[src/rtl/pipeline_pkg.sv]
// Shared types and constants for the pipelined core's ID/EX stage.
//   N_DEF / R_DEF : default datapath and register-address widths
//   ex_ctrl_t     : control bundle carried in the EX slot
//   BUBBLE_CTRL   : control value of an inserted bubble (no side effects)
package pipeline_pkg;

  localparam int N_DEF = 24;
  localparam int R_DEF = 4;

  typedef struct packed {
    logic [3:0] aluControl;
    logic       immSrc;
    logic       branchFlag;
    logic       regWrite;
    logic       memRead;
    logic       memWrite;
    logic       valid;
  } ex_ctrl_t;

  localparam ex_ctrl_t BUBBLE_CTRL = '0;

endpackage

[src/rtl/hazard_forward_unit.sv]
// Combinational hazard detection and forwarding selection.
// Inputs : decode indices (dValid, dRs1, dRs2), branchTaken, EX-slot state
//          (exValid, exRegWrite, exMemRead, exRd, exRs1, exRs2) and MEM-shadow
//          state (memRd, memRegWrite, memMemRead).
// Outputs: stall (hold PC and IF/ID), Fa/Fb (forward EX/MEM ALU result to
//          operand A/B), flushD (invalidate IF/ID).
module hazard_forward_unit #(
  parameter int R = 4
) (
  input  logic         dValid,
  input  logic [R-1:0] dRs1,
  input  logic [R-1:0] dRs2,
  input  logic         branchTaken,
  input  logic         exValid,
  input  logic         exRegWrite,
  input  logic         exMemRead,
  input  logic [R-1:0] exRd,
  input  logic [R-1:0] exRs1,
  input  logic [R-1:0] exRs2,
  input  logic [R-1:0] memRd,
  input  logic         memRegWrite,
  input  logic         memMemRead,
  output logic         stall,
  output logic         Fa,
  output logic         Fb,
  output logic         flushD
);

  logic ex_load_hit;
  logic mem_load_hit;
  logic mem_alu_writer;

  always_comb begin
    // A load in EX or in MEM whose target is read by decode must hold decode
    // until the load data reaches writeback, where the capture bypass picks it up.
    ex_load_hit    = exMemRead & exRegWrite & ((exRd == dRs1) | (exRd == dRs2));
    mem_load_hit   = memMemRead & memRegWrite & ((memRd == dRs1) | (memRd == dRs2));
    // Loads are never forwarded from MEM: their data is not ready there.
    mem_alu_writer = memRegWrite & ~memMemRead;

    // A taken branch squashes decode anyway, so it overrides the stall.
    stall  = dValid & (ex_load_hit | mem_load_hit) & ~branchTaken;
    flushD = branchTaken;
    Fa     = exValid & mem_alu_writer & (memRd == exRs1);
    Fb     = exValid & mem_alu_writer & (memRd == exRs2);
  end

endmodule

[src/rtl/id_ex_stage.sv]
// ID/EX pipeline register with hazard and forwarding control.
// Inputs : decode bundle (dValid, dRd1, dRd2, dPc, dImm, dAluControl, dImmSrc,
//          dBranchFlag, dRs1, dRs2, dRd, dRegWrite, dMemRead, dMemWrite),
//          branchTaken from execute, writeback port (wbRegWrite, wbRd, wbResult).
// Outputs: EX-slot operands/controls (rd1, rd2, pc, imm, aluControl, immSrc,
//          branchFlag, exValid, exRegWrite, exMemRead, exMemWrite, exRd),
//          forwarding selects Fa/Fb, stall and flushD.
module id_ex_stage
  import pipeline_pkg::*;
#(
  parameter int N = N_DEF,
  parameter int R = R_DEF
) (
  input  logic         clk,
  input  logic         rst,
  input  logic         dValid,
  input  logic [N-1:0] dRd1,
  input  logic [N-1:0] dRd2,
  input  logic [N-1:0] dPc,
  input  logic [N-1:0] dImm,
  input  logic [3:0]   dAluControl,
  input  logic         dImmSrc,
  input  logic         dBranchFlag,
  input  logic [R-1:0] dRs1,
  input  logic [R-1:0] dRs2,
  input  logic [R-1:0] dRd,
  input  logic         dRegWrite,
  input  logic         dMemRead,
  input  logic         dMemWrite,
  input  logic         branchTaken,
  input  logic         wbRegWrite,
  input  logic [R-1:0] wbRd,
  input  logic [N-1:0] wbResult,
  output logic [N-1:0] rd1,
  output logic [N-1:0] rd2,
  output logic [N-1:0] pc,
  output logic [N-1:0] imm,
  output logic [3:0]   aluControl,
  output logic         immSrc,
  output logic         branchFlag,
  output logic         Fa,
  output logic         Fb,
  output logic         exValid,
  output logic         exRegWrite,
  output logic         exMemRead,
  output logic         exMemWrite,
  output logic [R-1:0] exRd,
  output logic         stall,
  output logic         flushD
);

  ex_ctrl_t     ex_ctrl;
  ex_ctrl_t     ctrl_next;
  logic         bubble;
  logic [N-1:0] rd1_next;
  logic [N-1:0] rd2_next;
  logic [R-1:0] ex_rs1;
  logic [R-1:0] ex_rs2;
  logic [R-1:0] mem_rd;
  logic         mem_reg_write;
  logic         mem_mem_read;

  // NOTE: every variable written in always_comb gets a value on every path
  // (here unconditionally) so no latch is inferred.
  always_comb begin
    bubble    = branchTaken | stall | ~dValid;
    ctrl_next = '{aluControl: dAluControl, immSrc: dImmSrc, branchFlag: dBranchFlag,
                  regWrite: dRegWrite, memRead: dMemRead, memWrite: dMemWrite,
                  valid: 1'b1};
    // The register file write lands on this same edge, so decode's read data
    // is stale for a register being written back right now.
    rd1_next  = (wbRegWrite && (wbRd == dRs1)) ? wbResult : dRd1;
    rd2_next  = (wbRegWrite && (wbRd == dRs2)) ? wbResult : dRd2;
  end

  // NOTE: state registers use non-blocking assignments so every register
  // samples the pre-edge values regardless of statement order.
  always_ff @(posedge clk or posedge rst) begin
    if (rst) begin
      ex_ctrl       <= BUBBLE_CTRL;
      rd1           <= '0;
      rd2           <= '0;
      pc            <= '0;
      imm           <= '0;
      exRd          <= '0;
      ex_rs1        <= '0;
      ex_rs2        <= '0;
      mem_rd        <= '0;
      mem_reg_write <= 1'b0;
      mem_mem_read  <= 1'b0;
    end else begin
      // MEM shadow follows the EX slot unconditionally so bubbles propagate.
      mem_rd        <= exRd;
      mem_reg_write <= ex_ctrl.regWrite;
      mem_mem_read  <= ex_ctrl.memRead;
      if (bubble) begin
        ex_ctrl <= BUBBLE_CTRL;
        rd1     <= '0;
        rd2     <= '0;
        pc      <= '0;
        imm     <= '0;
        exRd    <= '0;
        ex_rs1  <= '0;
        ex_rs2  <= '0;
      end else begin
        ex_ctrl <= ctrl_next;
        rd1     <= rd1_next;
        rd2     <= rd2_next;
        pc      <= dPc;
        imm     <= dImm;
        exRd    <= dRd;
        ex_rs1  <= dRs1;
        ex_rs2  <= dRs2;
      end
    end
  end

  assign aluControl = ex_ctrl.aluControl;
  assign immSrc     = ex_ctrl.immSrc;
  assign branchFlag = ex_ctrl.branchFlag;
  assign exValid    = ex_ctrl.valid;
  assign exRegWrite = ex_ctrl.regWrite;
  assign exMemRead  = ex_ctrl.memRead;
  assign exMemWrite = ex_ctrl.memWrite;

  hazard_forward_unit #(.R(R)) u_hazard (
    .dValid      (dValid),
    .dRs1        (dRs1),
    .dRs2        (dRs2),
    .branchTaken (branchTaken),
    .exValid     (ex_ctrl.valid),
    .exRegWrite  (ex_ctrl.regWrite),
    .exMemRead   (ex_ctrl.memRead),
    .exRd        (exRd),
    .exRs1       (ex_rs1),
    .exRs2       (ex_rs2),
    .memRd       (mem_rd),
    .memRegWrite (mem_reg_write),
    .memMemRead  (mem_mem_read),
    .stall       (stall),
    .Fa          (Fa),
    .Fb          (Fb),
    .flushD      (flushD)
  );

endmodule

[config.mk]
export PLATFORM = sky130hd
export DESIGN_NAME = id_ex_stage
export DESIGN_NICKNAME = d
export VERILOG_FILES = /design/src/rtl/pipeline_pkg.sv /design/src/rtl/hazard_forward_unit.sv /design/src/rtl/id_ex_stage.sv
export SDC_FILE = /design/constraint.sdc
export NUM_CORES = 1
export LEC_CHECK = 0
export CAP_MARGIN = 30
export CORE_MARGIN = 1.5
export CORE_UTILIZATION = 45
export CTS_BUF_LIST = sky130_fd_sc_hd__clkbuf_8
export DETAILED_ROUTE_END_ITERATION = 6
export HOLD_SLACK_MARGIN = 0.08
export PLACE_DENSITY = 0.81
export SLEW_MARGIN = 20
export SYNTH_ARGS = -nofsm -noshare
export SYNTH_HDL_FRONTEND = slang
export SYNTH_SLANG_ARGS = --single-unit
export TNS_END_PERCENT = 30
[constraint.sdc]
create_clock -name clk -period 6 [get_ports clk]
set_input_delay 1.2 -clock clk [delete_from_list [all_inputs] [get_ports clk]]
set_output_delay 1.2 -clock clk [all_outputs]
set_load 0.03 [all_outputs]
======== After elaboration in Yosys (flattened, before gate mapping) ========
Cells that the tools add are included.
word-level totals
  word-level logic and storage cells ...... 55
  input bits .............................. 150
  bits in registers ....................... 124
  output and inout port bits .............. 114
operators by class
  reductions and logical operators ........ 2
  bitwise operators ....................... 18
  muxes and demuxes ....................... 10
  equality and inequality tests ........... 8
operator list
  cell                 number
  $mux W24             6
  $eq A4 B4 Y1         8
  $mux W4              3
  $and A1 B1 Y1        10
  $mux W10             1
  $or A1 B1 Y1         5
  $not A1 Y1           3
  $logic_and A1 B1 Y1  2

======== Logic depth before layout (Yosys ltp) ========
Gate-level depths: netlist of run 1.
  word-level depth ........................ 9
  mapped depth ............................ 8
  mapped depth without buffers ............ 4

======== Hierarchy ========
Synthesis of run 1 repeated with hierarchy kept, for this count alone.
unflattened totals
  cells, all modules ...................... 387
  area total of the unflattened synthesis .. 4,825.9 um^2
by module, submodules not included
  module               instances  cells an instance  area an instance (um^2)  seq. area each (um^2)
  id_ex_stage          1          349                4,528.1                  3,103.0
  hazard_forward_unit  1          38                 297.8                    0.0

======== Least setup slack after synthesis of run 1 ========
OpenSTA, ideal clock, no wires.
  path kind ............................... input to output
  start ................................... input port dRs2[2]
  end ..................................... output port stall
  setup slack ............................. 2,378 ps
  stages on the path ...................... 7
  path buffers ............................ 3
  arrival ................................. 2,422 ps
  cells stage by stage .................... buf_2 > xnor2_1 > nand4_1 > a21oi_1 > buf_4 > buf_2 > o21ba_2
on the way
  longest elaborated chain between the ends .. 6
  elaborated cells on any way between the ends .. 9
ends and longest elaborated chain
  item                                     RTL line                                              text
  from (decl)                              id_ex_stage.sv:25                                     input logic [R-1:0] dRs2,
  $eq A4 B4 Y1, on equally long branches   hazard_forward_unit.sv:36, hazard_forward_unit.sv:37
  $or A1 B1 Y1, on equally long branches   hazard_forward_unit.sv:36, hazard_forward_unit.sv:37
  $and A1 B1 Y1, on equally long branches  hazard_forward_unit.sv:36, hazard_forward_unit.sv:37
  $or A1 B1 Y1 (*)                         hazard_forward_unit.sv:42                             stall = dValid & (ex_load_hit | mem_load_hit) & ~branchTaken;
  $and A1 B1 Y1 (*) (2 in a row)           hazard_forward_unit.sv:42
  to (decl)                                id_ex_stage.sv:48                                     output logic stall,
Every way passes the cells marked *; elsewhere a longest branch is shown, timed or not.

======== Worst setup path after layout of run 1 ========
  start ................................... input port dRs1[0]
  end ..................................... output port stall
on the way
  longest elaborated chain between the ends .. 6
  elaborated cells on any way between the ends .. 9
ends and longest elaborated chain
  item                                     RTL line                                              text
  from (decl)                              id_ex_stage.sv:24                                     input logic [R-1:0] dRs1,
  $eq A4 B4 Y1, on equally long branches   hazard_forward_unit.sv:36, hazard_forward_unit.sv:37
  $or A1 B1 Y1, on equally long branches   hazard_forward_unit.sv:36, hazard_forward_unit.sv:37
  $and A1 B1 Y1, on equally long branches  hazard_forward_unit.sv:36, hazard_forward_unit.sv:37
  $or A1 B1 Y1 (*)                         hazard_forward_unit.sv:42
  $and A1 B1 Y1 (*) (2 in a row)           hazard_forward_unit.sv:42
Marks and branches as above.

==> impl_results.md, run 1 <==
- Crit Path Class: input port to output pin
- Placed insts: 911
- Sequential-to-total area share from yosys stat: 52.35%
- Clk pin slew, worst setup/hold paths: 0.07 ns
- Num CTS Buffers: 17
- Yosys warns: 0
- CTS Hold Buffers Added: 0
- Period utilisation layout: 74.87%
- Sequential power share: 44.8%
- Reg2Reg Setup Slack: 3.12 ns
- Critical Path AT: 3.29 ns
- Initial core utilization: 46.59%
- Launch point of the worst reg-to-reg path: mem_rd[3]
- Clock sink total: 124
- Syn-to-layout area delta: 50.96%
- First-pass GRT wire length: 29,610 um
- Register Area: 3103 um^2
- Synth cell count leaders: dfrtp_1, inv_1, nor4_1
- VDD IR-drop max: 181.7 uV
- Hold Path Depth: 0
- Final slew viol count: 0
- Synth async-reset ratio: 100.0%
- Clock share of power: 34.2%
- Yosys reg bits: 124
- Int Pwr: 0.001424 W
- Final ANT Viol Nets: 0
- Worst relative slew slack: 32.87%
- Initial drt markers: 357
- RSZ-0062 raised after global routing: no
- Drt first pass iters: 5
- DR DRC count: 0
- Synth top area share: 52.35%
- Fmax: 0.2226 GHz
- Synth Instances: 532
- Worst-margin pin slew: 1.007 ns
- Setup violations, final: 0
- Area post-placement: 8588 um^2
- Largest net degree at the start of global routing: 76
- Setup Buffers After CTS: 0
- Ports: 264
- Clk root buf: clkbuf_8
- Cell variety after synth: 32
- Switching Power: 0.0005499 W
- Setup TNS: 0 ns
- CP Cell Sequence: clkdlybuf4s50_1, xnor2_1, nand4_1, a21oi_4, o21ba_2, clkdlybuf4s50_1
- Post-Syn Area: 5927 um^2
- CTS tree: built
- Startpoint Class: input port
- Power density over the cells: 220.7 nW/um^2
- Crit. Startpoint: dRs1[0]
- Outcome: finished clean
- Layout net count: 908
- WL/cell: 19.96 um
- Post-layout min period: 4.492 ns
- Post-synth top area cell: dfrtp_1
- Post-CTS sizing: 0
- Core Rows: 41
- # fillers: 953
- Dominant cells by area after synthesis: dfrtp_1, a2111oi_2, nor4_1
- Setup Skew: 0.008205 ns
- FF-to-FF path depth: 6
- Final Util: 70.33%
- Met3 GRT Util: 9.448%
- Initial antenna violation count: 0
- Most frequent cell after synthesis: dfrtp_1
- DR vias: 5,261
- Syn nets: 682
- Prevailing post-synth register cell: dfrtp_1
- Most used routing layer: met2
- LEAKAGE: 3.606 nW
- EDFF count, synth: 0
- Share of cells above drive strength 1: 12.76%
- Routed WL: 18,760 um
- Vias in the first global route: 5,529
- Die footprint: 13,870 um^2
- Final hold slack: 0.4045 ns
- Slowest CP cell: clkdlybuf4s50_1
- Die H: 117.8 um
- Clock latency on the worst-skew pair: 0.44 ns
- Vias/cell: 5.597
- Hold Path Origin: exMemRead
- Switch share: 27.85%
- Syn Area/Cell: 11.14 um^2
- # Max-Cap Violations: 0
- Worst stage delay on the critical path: 0.77 ns
- GRT Total Usage: 27.39%
- Logic pwr share: 21.0%
- Core area: 12,720 um^2
- Critical Path Most Common Cell: clkdlybuf4s50_1
- Grt ovf: 0
- WHS Endpoint: mem_mem_read
- ANT cells: 0
- Grt met2 use: 46.20%
- Reg-to-Reg End: imm[12]
- Final cell count without fillers: 940
- PortBufs: 263
- Die Wd: 117.8 um
- HPWL after DPL: 12,980 um
- Max Buffers Root-to-Sink: 2
- Post-route cell area: 8947 um^2
- CP Max Fanout: 4
- H-Tree Depth: 4
- M1 GR Usage: 31.47%
- Hold Crit Class: flip-flop to flip-flop
- Gp weighted congestion: 0.8752
- Req. time, crit path: 4.80 ns
- Critical Path Sink Type: output pin
- Multi-input logic area: 2242 um^2
- Endpoints failing hold: 0
==> logic make-up after synthesis <==
logic type	after synthesis	share of synthesized area [%]
buffers and inverters	138	10.45
AND/OR/NAND/NOR	137	14.76
flip-flops	124	52.35
AO/OA/AOI/OAI	103	17.88
XOR/XNOR	30	4.560
==> metrics by stage <==
step	setup WS, ns	power (W)
3_5_place_dp	1.524	0.001313
2_1_floorplan	1.501	0.001105
6_report	1.508	0.001974
5_1_grt	1.396	0.002047
4_1_cts	1.519	0.001988
3_3_place_gp	1.560	0.001300
==> layout make-up <==
type | count | area share, %
Clock buffer | 21 | 3.230
Clock inverter | 8 | 0.7831
Inverter | 71 | 3.007
Multi-Input combinational cell | 270 | 25.06
Sequential cell | 124 | 34.68
Tap cell | 172 | 2.405
Timing Repair Buffer | 274 | 30.83
==> layer usage <==
metal | vias up | routed length (um)
met5 | - | 0
met4 | 0 | 604
met3 | 36 | 1471
met2 | 242 | 9421
met1 | 2585 | 7262
li1 | 2398 | -
==> placed cells by master, fill, tap and decap left out, types with 2 or more instances in the layout <==
cell type and instances:
a2111oi_1 9, nand2b_1 3, o31ai_1 24, nor4_2 9, buf_4 8, xnor2_1 28, nor4_1 60, dfrtp_1 124
inv_1 71, clkinv_2 4, nor2_1 2, nand3_1 24, clkdlybuf4s50_1 263, clkbuf_8 21, nand2_1 3, buf_16 2
o21ai_0 24, nand4_1 30, a21oi_4 2, a2111oi_2 39
==> worst max-delay path, delay by kind of cell <==
kind | cells | cell delay, ns
xor+xnor | 1 | 0.16
buf+inv | 2 | 1.38
compound gates | 2 | 0.35
simple gates | 1 | 0.19
==> power by group through the flow <==
stage               clock network, W  logic, W  registers (W)
floorplan                          0  0.000147       0.000958
CTS                         0.000689  0.000416       0.000884
detailed placement                 0  0.000414       0.000900
finish                      0.000676  0.000415       0.000884
global placement                   0  0.000402       0.000898
global route                0.000722  0.000439       0.000886
==> state kept, by name, summed over array words and instances, names as in the netlist, 4 cells and up <==
register and cells:
exRd 4, rd1 24, rd2 24, imm 24
ex_rs2 4, aluControl 4, pc 24, mem_rd 4
ex_rs1 4
==> how the worst max path moves through the flow <==
stage	depth (start not counted)	to
finish	6	stall
global route	6	stall
CTS	6	stall
detailed placement	6	stall
global placement	6	stall
floorplan	1	aluControl[0]
Power figures use the tool's default switching activity.
==> run 2: changes to the inputs <==
--- a/config.mk
+++ b/config.mk
@@ -7,11 +7,11 @@
 export LEC_CHECK = 0
 export CAP_MARGIN = 30
 export CORE_MARGIN = 1.5
-export CORE_UTILIZATION = 45
+export CORE_UTILIZATION = 43
 export CTS_BUF_LIST = sky130_fd_sc_hd__clkbuf_8
 export DETAILED_ROUTE_END_ITERATION = 6
 export HOLD_SLACK_MARGIN = 0.08
-export PLACE_DENSITY = 0.81
+export PLACE_DENSITY = 0.78
 export SLEW_MARGIN = 20
 export SYNTH_ARGS = -nofsm -noshare
 export SYNTH_HDL_FRONTEND = slang
==> constraint.sdc (replaced) <==
create_clock -name clk -period 4.7 [get_ports clk]
set_input_delay 0.94 -clock clk [delete_from_list [all_inputs] [get_ports clk]]
set_output_delay 0.94 -clock clk [all_outputs]
set_load 0.03 [all_outputs]
==> run 2 against run 1 <==
Compared with the run above:
- combinational power rose by 27%
- sequential share of layout area fell by 0.11 points
- final cell count rose by 0.85%
- flip-flop and latch count did not move
- wire length rose by 0.74%
==> impl_results.md, run 2 (synthesized netlist as in run 1, its figures left out) <==
- Outcome: finished clean (unchanged)
- Commonest non-fill, non-tap cell in the layout: clkdlybuf4s50_1 (unchanged)
- CTS Hold Buffers Added: 0 (unchanged)
- Slowest CP cell: clkdlybuf4s50_1 (unchanged)
- Most frequent cells in the layout: clkdlybuf4s50_1, dfrtp_1, inv_1 (unchanged)
- Vias/cell: 5.612 (was 5.597)
- Power Total: 0.002626 W (was 0.001974 W)
- Die H: 120.4 um (was 117.8 um)
- DR vias: 5,320 (was 5,261)
- Clk root buf: clkbuf_8 (unchanged)
- Initial core utilization: 44.40% (was 46.59%)
- Hold Crit Class: flip-flop to flip-flop (unchanged)
- Hold Path Origin: exMemRead (unchanged)
- Core Rows: 42 (was 41)
- Switching Power: 0.0007234 W (was 0.0005499 W)
- Die footprint: 14,500 um^2 (was 13,870 um^2)
- Crit Path Class: input port to output pin (unchanged)
- Critical Path Most Common Cell: clkdlybuf4s50_1 (unchanged)
- Power density over the cells: 292.5 nW/um^2 (was 220.7 nW/um^2)
- Gp weighted congestion: 0.8909 (was 0.8752)
- Reg-to-Reg End: ex_rs1[1] (was imm[12])
- # Max-Cap Violations: 0 (unchanged)
- Clock latency on the worst-skew pair: 0.43 ns (was 0.44 ns)
- Largest net degree at the start of global routing: 73 (was 76)
- Worst-margin pin slew: 1.009 ns (was 1.007 ns)
- Clk pin slew, worst setup/hold paths: 0.07 ns (about the same)
- Hold Path Depth: 0 (unchanged)
- Setup violations, final: 0 (unchanged)
- Layout net count: 909 (was 908)
- H-Tree Depth: 4 (unchanged)
- Post-route cell area: 8976 um^2 (was 8947 um^2)
- First-pass GRT wire length: 29,300 um (was 29,610 um)
- Startpoint Class: input port (unchanged)
- Critical Path Sink Type: output pin (unchanged)
- Setup Buffers After CTS: 0 (unchanged)
- Reg2Reg Setup Slack: 1.85 ns (was 3.12 ns)
- Setup TNS: 0 ns (unchanged)
- GRT Total Usage: 26.27% (was 27.39%)
- Clock sink total: 124 (unchanged)
- Clock share of power: 36.9% (was 34.2%)
- CP Max Fanout: 5 (was 4)
- CTS tree: built (unchanged)
- ANT cells: 0 (unchanged)
- Switch share: 27.55% (was 27.85%)
- Worst setup margin: 0.6788 ns (was 1.508 ns)
- FF-to-FF path depth: 6 (unchanged)
- DR DRC count: 0 (unchanged)
- Max Buffers Root-to-Sink: 2 (unchanged)
- CP Cell Sequence: clkdlybuf4s50_1, xnor2_1, nand4_1, a21oi_4, o21ba_2, clkdlybuf4s50_1 (unchanged)
- Die Wd: 120.4 um (was 117.8 um)
- Final slew viol count: 0 (unchanged)
- Endpoints failing hold: 0 (unchanged)
- Routed WL: 18,900 um (was 18,760 um)
- Worst relative slew slack: 32.73% (was 32.87%)
- Critical Path AT: 3.08 ns (was 3.29 ns)
- Worst stage delay on the critical path: 0.76 ns (was 0.77 ns)
- Period utilisation layout: 85.56%
- Area post-placement: 8549 um^2 (was 8588 um^2)
- Sequential power share: 42.9% (was 44.8%)
- Share of cells above drive strength 1: 13.08% (was 12.76%)
- HPWL after DPL: 12,870 um (was 12,980 um)
- WHS Endpoint: mem_mem_read (unchanged)
- Grt ovf: 0 (unchanged)
- Final Util: 67.25% (was 70.33%)
- WL/cell: 19.93 um (was 19.96 um)
- Initial antenna violation count: 0 (unchanged)
- Vias in the first global route: 5,613 (was 5,529)
- Drt first pass iters: 5 (unchanged)
- Int Pwr: 0.001902 W (was 0.001424 W)
- Req. time, crit path: 3.76 ns (was 4.80 ns)
- Ports: 264 (unchanged)
- # fillers: 1,025 (was 953)
- Logic pwr share: 20.1% (was 21.0%)
- Initial drt markers: 420 (was 357)
- PortBufs: 263 (unchanged)
- VDD IR-drop max: 221.3 uV (was 181.7 uV)
- Launch point of the worst reg-to-reg path: mem_rd[3] (unchanged)
- Core area: 13,350 um^2 (was 12,720 um^2)
- Fmax: 0.2487 GHz
- LEAKAGE: 3.619 nW (was 3.606 nW)
- Num CTS Buffers: 17 (unchanged)
- Post-CTS sizing: 0 (unchanged)
- Setup Skew: 0.01340 ns (was 0.008205 ns)
- RSZ-0062 raised after global routing: no (unchanged)
- Placement Setup Slack: 0.6780 ns (was 1.524 ns)
- Post-layout min period: 4.021 ns
- Final ANT Viol Nets: 0 (unchanged)
- Syn-to-layout area delta: 51.45% (was 50.96%)
## run 2: worst max path at each step
stage	startpoint	end	slack [ns]	cells past startpoint
after floorplan	rst	aluControl[0]	0.46	1
after global placement	dRs2[2]	stall	0.78	6
after detailed placement	dRs2[2]	stall	0.68	6
after CTS	dRs2[2]	stall	0.67	6
after global routing	dRs2[2]	stall	0.64	6
final	dRs2[2]	stall	0.68	6
## run 2: metrics by stage
stage	hold WS, ns	cells
2_1_floorplan	0.5775	532
3_3_place_gp	0.3876	915
3_5_place_dp	0.3972	915
4_1_cts	0.4146	947
5_1_grt	0.4287	948
6_report	0.4150	948
## run 2: final cells by class
| class | count | area (um^2) | share of cell area (%) |
|---|---|---|---|
| clock buffers | 19 | 261.5 | 2.913 |
| clock inverters | 13 | 150.1 | 1.673 |
| inverters | 71 | 269.0 | 2.997 |
| multi-input cells | 270 | 2242 | 24.98 |
| flip-flops and latches | 124 | 3103 | 34.57 |
| well taps | 176 | 220.2 | 2.453 |
| repair buffers | 275 | 2730 | 30.42 |
## run 2: layer usage
layer / global-route usage, % / share of wire [%] / vias to the layer above / wire length (um)
met5: 0 / 0 / - / 0
li1: - / - / 2394 / -
met4: 11.76 / 2.8 / 0 / 527
met2: 43.71 / 50 / 275 / 9404
met1: 31.81 / 39 / 2614 / 7387
met3: 7.311 / 8.3 / 37 / 1577
## run 2: power groups by stage
stage	logic, W	clock network [W]	registers [W]
floorplan	0.000187	0	0.00122
global placement	0.000516	0	0.00115
detailed placement	0.000525	0	0.00115
CTS	0.000529	0.000986	0.00113
global route	0.000562	0.00102	0.00113
finish	0.000529	0.000969	0.00113
## run 2: critical path, delay by kind of cell
| kind | cells | cell delay, ns |
|---|---|---|
| buf+inv | 2 | 1.44 |
| compound gates | 2 | 0.34 |
| simple gates | 1 | 0.19 |
| xor+xnor | 1 | 0.17 |
